File: src/rtl/uart_rx_cfg.sv
// rtl/uart_rx_cfg.sv - configurable UART receiver with optional parity check
//
// Receives LSB-first asynchronous serial frames: start, DATA_BITS data bits,
// optional parity bit, STOP_BITS stop bits. The line is resynchronised
// through two flops before any decision is made.
//
// Optional feature macro: UART_RX_PARITY_EN (adds the PARITY state and checker;
// without it o_parity_err is tied low and PARITY_ODD has no effect).
//
// Parameters:
//   CLKS_PER_BIT  clocks per serial bit (>= 4)
//   DATA_BITS     data bits per frame (5..9)
//   STOP_BITS     stop bits per frame (1 or 2)
//   PARITY_ODD    0 = even parity, 1 = odd parity
// Ports:
//   i_clk         clock, rising edge
//   i_rst_n       synchronous active-low reset
//   i_rx_serial   asynchronous serial input, idle high
//   o_rx_dv       one-cycle strobe per completed frame
//   o_rx_byte     received data, held until next strobe
//   o_parity_err  parity mismatch of last frame, held until next strobe
//   o_frame_err   a stop bit sampled low in last frame, held until next strobe
//   o_rx_active   high from confirmed start bit until return to idle

module uart_rx_cfg #(
    parameter int CLKS_PER_BIT = 217,
    parameter int DATA_BITS    = 8,
    parameter int STOP_BITS    = 1,
    parameter int PARITY_ODD   = 0
) (
    input  logic                 i_clk,
    input  logic                 i_rst_n,
    input  logic                 i_rx_serial,
    output logic                 o_rx_dv,
    output logic [DATA_BITS-1:0] o_rx_byte,
    output logic                 o_parity_err,
    output logic                 o_frame_err,
    output logic                 o_rx_active
);

    localparam int            CW        = $clog2(CLKS_PER_BIT);
    localparam logic [CW-1:0] C_HALF    = CW'(CLKS_PER_BIT / 2);
    localparam logic [CW-1:0] C_LAST    = CW'(CLKS_PER_BIT - 1);
    localparam logic [3:0]    BIT_LAST  = 4'(DATA_BITS - 1);
    localparam logic          STOP_LAST = (STOP_BITS == 2);
    localparam logic          P_ODD     = (PARITY_ODD != 0);

    typedef enum logic [2:0] {
        S_IDLE    = 3'd0,
        S_START   = 3'd1,
        S_DATA    = 3'd2,
`ifdef UART_RX_PARITY_EN
        S_PARITY  = 3'd3,
`endif
        S_STOP    = 3'd4,
        S_CLEANUP = 3'd5
    } state_t;

    state_t               r_state, w_state;
    logic                 r_sync0, r_sync1;
    logic [CW-1:0]        r_cnt, w_cnt;
    logic [3:0]           r_bit_idx, w_bit_idx;
    logic                 r_stop_idx, w_stop_idx;
    logic [DATA_BITS-1:0] r_shift, w_shift;
    logic                 r_ferr, w_ferr;
    logic                 r_dv, w_dv;
    logic [DATA_BITS-1:0] r_byte, w_byte;
    logic                 r_ferr_out, w_ferr_out;
`ifdef UART_RX_PARITY_EN
    logic                 r_perr, w_perr;
    logic                 r_perr_out, w_perr_out;
`endif
    logic                 w_rx;

    assign w_rx = r_sync1;

    always_comb begin
        w_state    = r_state;
        w_cnt      = r_cnt;
        w_bit_idx  = r_bit_idx;
        w_stop_idx = r_stop_idx;
        w_shift    = r_shift;
        w_ferr     = r_ferr;
        w_dv       = 1'b0;
        w_byte     = r_byte;
        w_ferr_out = r_ferr_out;
`ifdef UART_RX_PARITY_EN
        w_perr     = r_perr;
        w_perr_out = r_perr_out;
`endif
        case (r_state)
            S_IDLE: begin
                w_cnt      = '0;
                w_bit_idx  = 4'd0;
                w_stop_idx = 1'b0;
                w_ferr     = 1'b0;
`ifdef UART_RX_PARITY_EN
                w_perr     = 1'b0;
`endif
                if (!w_rx) begin
                    w_state = S_START;
                end
            end
            S_START: begin
                // Re-check the line mid start bit to reject glitches.
                if (r_cnt == C_HALF) begin
                    w_cnt   = '0;
                    w_state = w_rx ? S_IDLE : S_DATA;
                end else begin
                    w_cnt = r_cnt + 1'b1;
                end
            end
            S_DATA: begin
                if (r_cnt == C_LAST) begin
                    w_cnt   = '0;
                    w_shift = {w_rx, r_shift[DATA_BITS-1:1]};
                    if (r_bit_idx == BIT_LAST) begin
`ifdef UART_RX_PARITY_EN
                        w_state = S_PARITY;
`else
                        w_state = S_STOP;
`endif
                    end else begin
                        w_bit_idx = r_bit_idx + 4'd1;
                    end
                end else begin
                    w_cnt = r_cnt + 1'b1;
                end
            end
`ifdef UART_RX_PARITY_EN
            S_PARITY: begin
                if (r_cnt == C_LAST) begin
                    w_cnt   = '0;
                    w_perr  = (^r_shift) ^ w_rx ^ P_ODD;
                    w_state = S_STOP;
                end else begin
                    w_cnt = r_cnt + 1'b1;
                end
            end
`endif
            S_STOP: begin
                if (r_cnt == C_LAST) begin
                    w_cnt = '0;
                    if (!w_rx) begin
                        w_ferr = 1'b1;
                    end
                    if (r_stop_idx == STOP_LAST) begin
                        w_state    = S_CLEANUP;
                        w_dv       = 1'b1;
                        w_byte     = r_shift;
                        w_ferr_out = r_ferr | ~w_rx;
`ifdef UART_RX_PARITY_EN
                        w_perr_out = r_perr;
`endif
                    end else begin
                        w_stop_idx = 1'b1;
                    end
                end else begin
                    w_cnt = r_cnt + 1'b1;
                end
            end
            S_CLEANUP: begin
                // Wait for an idle line so a break cannot look like a new start.
                if (w_rx) begin
                    w_state = S_IDLE;
                end
            end
            default: w_state = S_IDLE;
        endcase
    end

    always_ff @(posedge i_clk) begin
        if (!i_rst_n) begin
            r_state    <= S_IDLE;
            r_sync0    <= 1'b1;
            r_sync1    <= 1'b1;
            r_cnt      <= '0;
            r_bit_idx  <= 4'd0;
            r_stop_idx <= 1'b0;
            r_shift    <= '0;
            r_ferr     <= 1'b0;
            r_dv       <= 1'b0;
            r_byte     <= '0;
            r_ferr_out <= 1'b0;
`ifdef UART_RX_PARITY_EN
            r_perr     <= 1'b0;
            r_perr_out <= 1'b0;
`endif
        end else begin
            r_state    <= w_state;
            r_sync0    <= i_rx_serial;
            r_sync1    <= r_sync0;
            r_cnt      <= w_cnt;
            r_bit_idx  <= w_bit_idx;
            r_stop_idx <= w_stop_idx;
            r_shift    <= w_shift;
            r_ferr     <= w_ferr;
            r_dv       <= w_dv;
            r_byte     <= w_byte;
            r_ferr_out <= w_ferr_out;
`ifdef UART_RX_PARITY_EN
            r_perr     <= w_perr;
            r_perr_out <= w_perr_out;
`endif
        end
    end

    assign o_rx_dv     = r_dv;
    assign o_rx_byte   = r_byte;
    assign o_frame_err = r_ferr_out;
    assign o_rx_active = (r_state != S_IDLE) && (r_state != S_START);
`ifdef UART_RX_PARITY_EN
    assign o_parity_err = r_perr_out;
`else
    // Parity sense has no effect without the checker.
    assign o_parity_err = P_ODD & 1'b0;
`endif

endmodule

File: config.mk
export PLATFORM = sky130hd
export DESIGN_NAME = uart_rx_cfg
export DESIGN_NICKNAME = d
export VERILOG_FILES = /design/src/rtl/uart_rx_cfg.sv
export SDC_FILE = /design/constraint.sdc
export NUM_CORES = 1
export LEC_CHECK = 0
export BUFFER_PORTS_ARGS = -buffer_cell sky130_fd_sc_hd__buf_2
export CAP_MARGIN = 10
export CORE_MARGIN = 4
export CORE_UTILIZATION = 57
export DETAILED_ROUTE_END_ITERATION = 10
export PLACE_DENSITY_LB_ADDON = 0.15
export SYNTH_ARGS = -nofsm -noshare
export SYNTH_HDL_FRONTEND = slang
export SYNTH_SLANG_ARGS = --single-unit
File: constraint.sdc
create_clock -name i_clk -period 2.55 [get_ports i_clk]
set_input_delay 0.3825 -clock i_clk [delete_from_list [all_inputs] [get_ports i_clk]]
set_output_delay 0.3825 -clock i_clk [all_outputs]
set_load 0.01 [all_outputs]
==> impl_results.rst <==
.. list-table::
   :header-rows: 1

   * - Metric
     - Value
   * - Number of input and output port buffers inserted
     - 13
   * - Post CTS Setup Buffer Count
     - 0
   * - Final slew viol count
     - 0
   * - Wire length of the first global-routing pass
     - 4.94 mm
   * - Warnings, synthesis
     - 0
   * - Total number of H-tree levels
     - 2
   * - Worst-Skew Late Latency
     - 350 ps
   * - Sequential Area
     - approximately 740 um2
   * - Standard cell core area
     - 2760 um2
   * - Final clock period utilization by the worst path
     - 91.4%
   * - CP Launch Point
     - r_cnt[0]$_SDFFE_PN0P_
   * - NumNets Final
     - 204
   * - Max_cap viols
     - 0
   * - Top library cells by usage in the layout, fill and taps aside
     - sky130_fd_sc_hd__dfxtp_1 (37), sky130_fd_sc_hd__nor2_1 (28), sky130_fd_sc_hd__nand2_1 (23), sky130_fd_sc_hd__mux2i_1 (20), sky130_fd_sc_hd__buf_2 (13)
   * - Multi-input gate area
     - 820 um2
   * - Global route overflow
     - 0
   * - Share of final-layout standard cells stronger than drive strength 1
     - 14.1%
   * - Count of cells resized by post-cts repair
     - 0
   * - Top layer in use
     - met4
   * - Net Count, Synth
     - 195
   * - Maximum clock frequency
     - 429 MHz
   * - Post-cts hold buffer count
     - 0
   * - Mean number of vias per cell
     - 5.57
   * - Met2 wire length
     - 1.34 mm
   * - Unrepaired setup endpoints after global routing
     - false
   * - Vert. Die Dim
     - 61.6 um
   * - Sinks on Clock Net
     - 37
   * - Setup slack, reg-to-reg
     - 220 ps
   * - Setup TNS Final
     - 0 ps
   * - Die Footprint
     - 3800 um2
   * - Buffer and inverter count on the worst path
     - 1
   * - Origin of the worst min-delay path
     - i_rx_serial
   * - Fill cell instance count of the final layout
     - 230
   * - Non-filler cells in the finished layout
     - 230
   * - Final design area excluding fillers
     - 1800 um2
   * - Cts bufs inserted
     - 5
   * - Register bit count reported by yosys
     - 37
   * - Areal power density over the cells
     - ~680 nW/um2
   * - Worst Reg2Reg Path Length in Cells
     - 7
   * - Initial cell density of the core
     - 59.4%
   * - Number of iterations in the first detailed-routing pass
     - 4
   * - # setup viols final
     - 0
   * - Leading cell type in the layout, fill and taps excluded
     - sky130_fd_sc_hd__dfxtp_1
   * - P_leak
     - 0.729 nW
   * - CP Max Fanout
     - 14
   * - Maximum number of pins on one net before global-route repair
     - 32
   * - Routed metal-1 wire length
     - 1.30 mm
   * - Worst Setup Slack, final
     - 219 ps
   * - Post-detailed-routing wire length
     - 2.85 mm
   * - Required time worst endpoint
     - between 2000 and 3000 ps
   * - Final Critical Period
     - 2330 ps
   * - FFs w/ async S/R, synth
     - 0%
   * - Slew at the pin closest to its max-slew limit
     - 879 ps
   * - HP Class
     - input pin to flop
   * - Largest delay share family, worst path
     - simple AND/OR/NAND/NOR gates
   * - Clock tree from TritonCTS
     - built
   * - Inserted Diodes
     - 0
   * - Fraction of the yosys area taken by sequential cells
     - a little under half
   * - Synthesized area per cell
     - 8.67 um2
   * - X dimension of the die
     - 61.6 um
   * - Number of hold violations in the final report
     - 0
   * - DRC violation count after routing
     - 0
   * - Vias
     - 1281
   * - Slew headroom
     - 41.4%
   * - Data arrival time at the worst-slack endpoint
     - 2580 ps
   * - Placed instance count
     - 222
   * - Cell count after synthesis
     - ~190
   * - Setup crit end kind
     - flop
   * - Overall global routing resource usage
     - 17.8%
   * - Maximum root-to-sink buffer count
     - 2
   * - GP Congestion
     - 0.782
   * - Placed cell areas
     - 1690 um2
   * - Post-Place Worst Slack
     - around 250 ps
   * - Delay of the slowest critical-path stage
     - 610 ps
   * - Cell with the largest stage delay on the worst path
     - sky130_fd_sc_hd__or4b_1
   * - Setup crit start kind
     - flop
   * - WL met3
     - 154 um
   * - Max IR drop VDD
     - 0.796 mV
   * - Area of the mapped netlist
     - 1640 um2
   * - Worst Path Class, Setup
     - flop to flop
   * - Number of top-level pins
     - 15
   * - Vias in the first global route
     - 1151
   * - Destination of the critical timing path
     - r_state[1]$_SDFFE_PN0P_
   * - Post-synthesis cell type count
     - 39
   * - Detailed Route Iter0 Violations
     - just under 80
   * - Clk Tree Root Cell
     - sky130_fd_sc_hd__clkbuf_4
   * - Reg2reg end
     - r_state[1]$_SDFFE_PN0P_
   * - Syn-to-layout area delta
     - 9.70%
   * - Worst-path clk slew
     - between 100 and 150 ps
   * - Crit-path cells
     - inv_1 -> ha_1 -> nand4_1 -> or4b_1 -> o2bb2ai_2 -> or3b_1 -> mux2i_1
   * - Number of enable-type register cells in the synthesized netlist
     - 0
   * - Routed length per instance
     - roughly 12 um
   * - Number of antenna violations at the first check in global routing
     - 0
   * - Layout Utilization
     - between 60% and 70%
   * - Launch instance of the worst register-to-register path
     - r_cnt[0]$_SDFFE_PN0P_
   * - Final HPWL DP
     - 1.97 mm
   * - Cell depth of the worst setup path
     - 7
   * - Clk_skew
     - around 9.1 ps
   * - Most used DFF post-synth
     - sky130_fd_sc_hd__dfxtp_1
   * - Row count
     - 19
   * - Run status
     - complete, no violations
   * - Number of routed nets with antenna violations
     - 0
[through the flow]
stage	total power, mW	hold slack (ps)
2_1_floorplan	0.700	386
3_3_place_gp	0.707	397
3_5_place_dp	0.712	404
4_1_cts	1.22	215
5_1_grt	1.27	229
6_report	1.21	218
[layout make-up]
class,instances,area share [%]
clock inverters,3,3.83
repair buffers,14,4.04
multi-input cells,135,45.6
inverters,5,1.04
clock buffers,5,2.09
well taps,31,2.16
flip-flops and latches,37,41.2
[where the power goes]
part           switching, mW  leakage (nW)  internal [mW]  total (mW)
Sequential            0.0184         0.299          0.588       0.606
Clock                  0.207        0.0558          0.308       0.515
Combinational         0.0616         0.374         0.0309      0.0925
[cell families after synthesis]
group	Yosys count	synth area share, %
muxes	20	12.2
AOI/OAI and AO/OA	20	7.79
other	1	0.229
xor gates and xnor gates	1	0.535
buffers and inverters	17	4.74
adders and majority gates	4	2.90
and+or+nand+nor	89	26.4
DFF	37	45.2
[layer usage]
layer | GRT usage (%) | up-vias
met2 | 27.1 | 22
met1 | 22.1 | 596
met3 | 7.76 | 7
met5 | 0 | -
met4 | 6.97 | 0
li1 | - | 656
[worst min-delay path by stage]
stage               slack [ps]                 end  cells past startpoint
finish                     220  r_sync0$_SDFF_PN1_                      2
global route               230  r_sync0$_SDFF_PN1_                      2
CTS                        210  r_sync0$_SDFF_PN1_                      2
detailed placement         400  r_sync1$_SDFF_PN1_                      1
global placement           400  r_sync1$_SDFF_PN1_                      1
floorplan                  390  r_sync1$_SDFF_PN1_                      1
[state kept, by name (all words and copies together), names as in the netlist]
register,flops
r_cnt,8
r_sync1,1
r_stop_idx,1
o_rx_dv,1
r_bit_idx,4
o_rx_byte,8
r_sync0,1
r_shift,8
r_state,3
o_frame_err,1
r_ferr,1
[cells in the mapped netlist, types with 2 or more instances]
cell type	count	area (um2)
sky130_fd_sc_hd__ha_1	3	37.5
sky130_fd_sc_hd__or2_2	2	12.5
sky130_fd_sc_hd__nor2b_1	2	12.5
sky130_fd_sc_hd__nand3b_1	2	15.0
sky130_fd_sc_hd__buf_2	2	10.0
sky130_fd_sc_hd__nand3_1	11	55.1
sky130_fd_sc_hd__nand2_1	23	86.3
sky130_fd_sc_hd__nand2b_1	3	18.8
sky130_fd_sc_hd__o21ai_0	3	15.0
sky130_fd_sc_hd__nor3_1	2	10.0
sky130_fd_sc_hd__a21oi_1	7	35.0
sky130_fd_sc_hd__clkbuf_1	7	26.3
sky130_fd_sc_hd__or3_1	5	31.3
sky130_fd_sc_hd__inv_1	5	18.8
sky130_fd_sc_hd__mux2i_1	20	200
sky130_fd_sc_hd__nor2_1	28	105
sky130_fd_sc_hd__nor4_1	2	12.5
sky130_fd_sc_hd__dfxtp_1	37	741
sky130_fd_sc_hd__a31oi_1	5	31.3
Note: power is estimated with default switching activity, not from simulation.
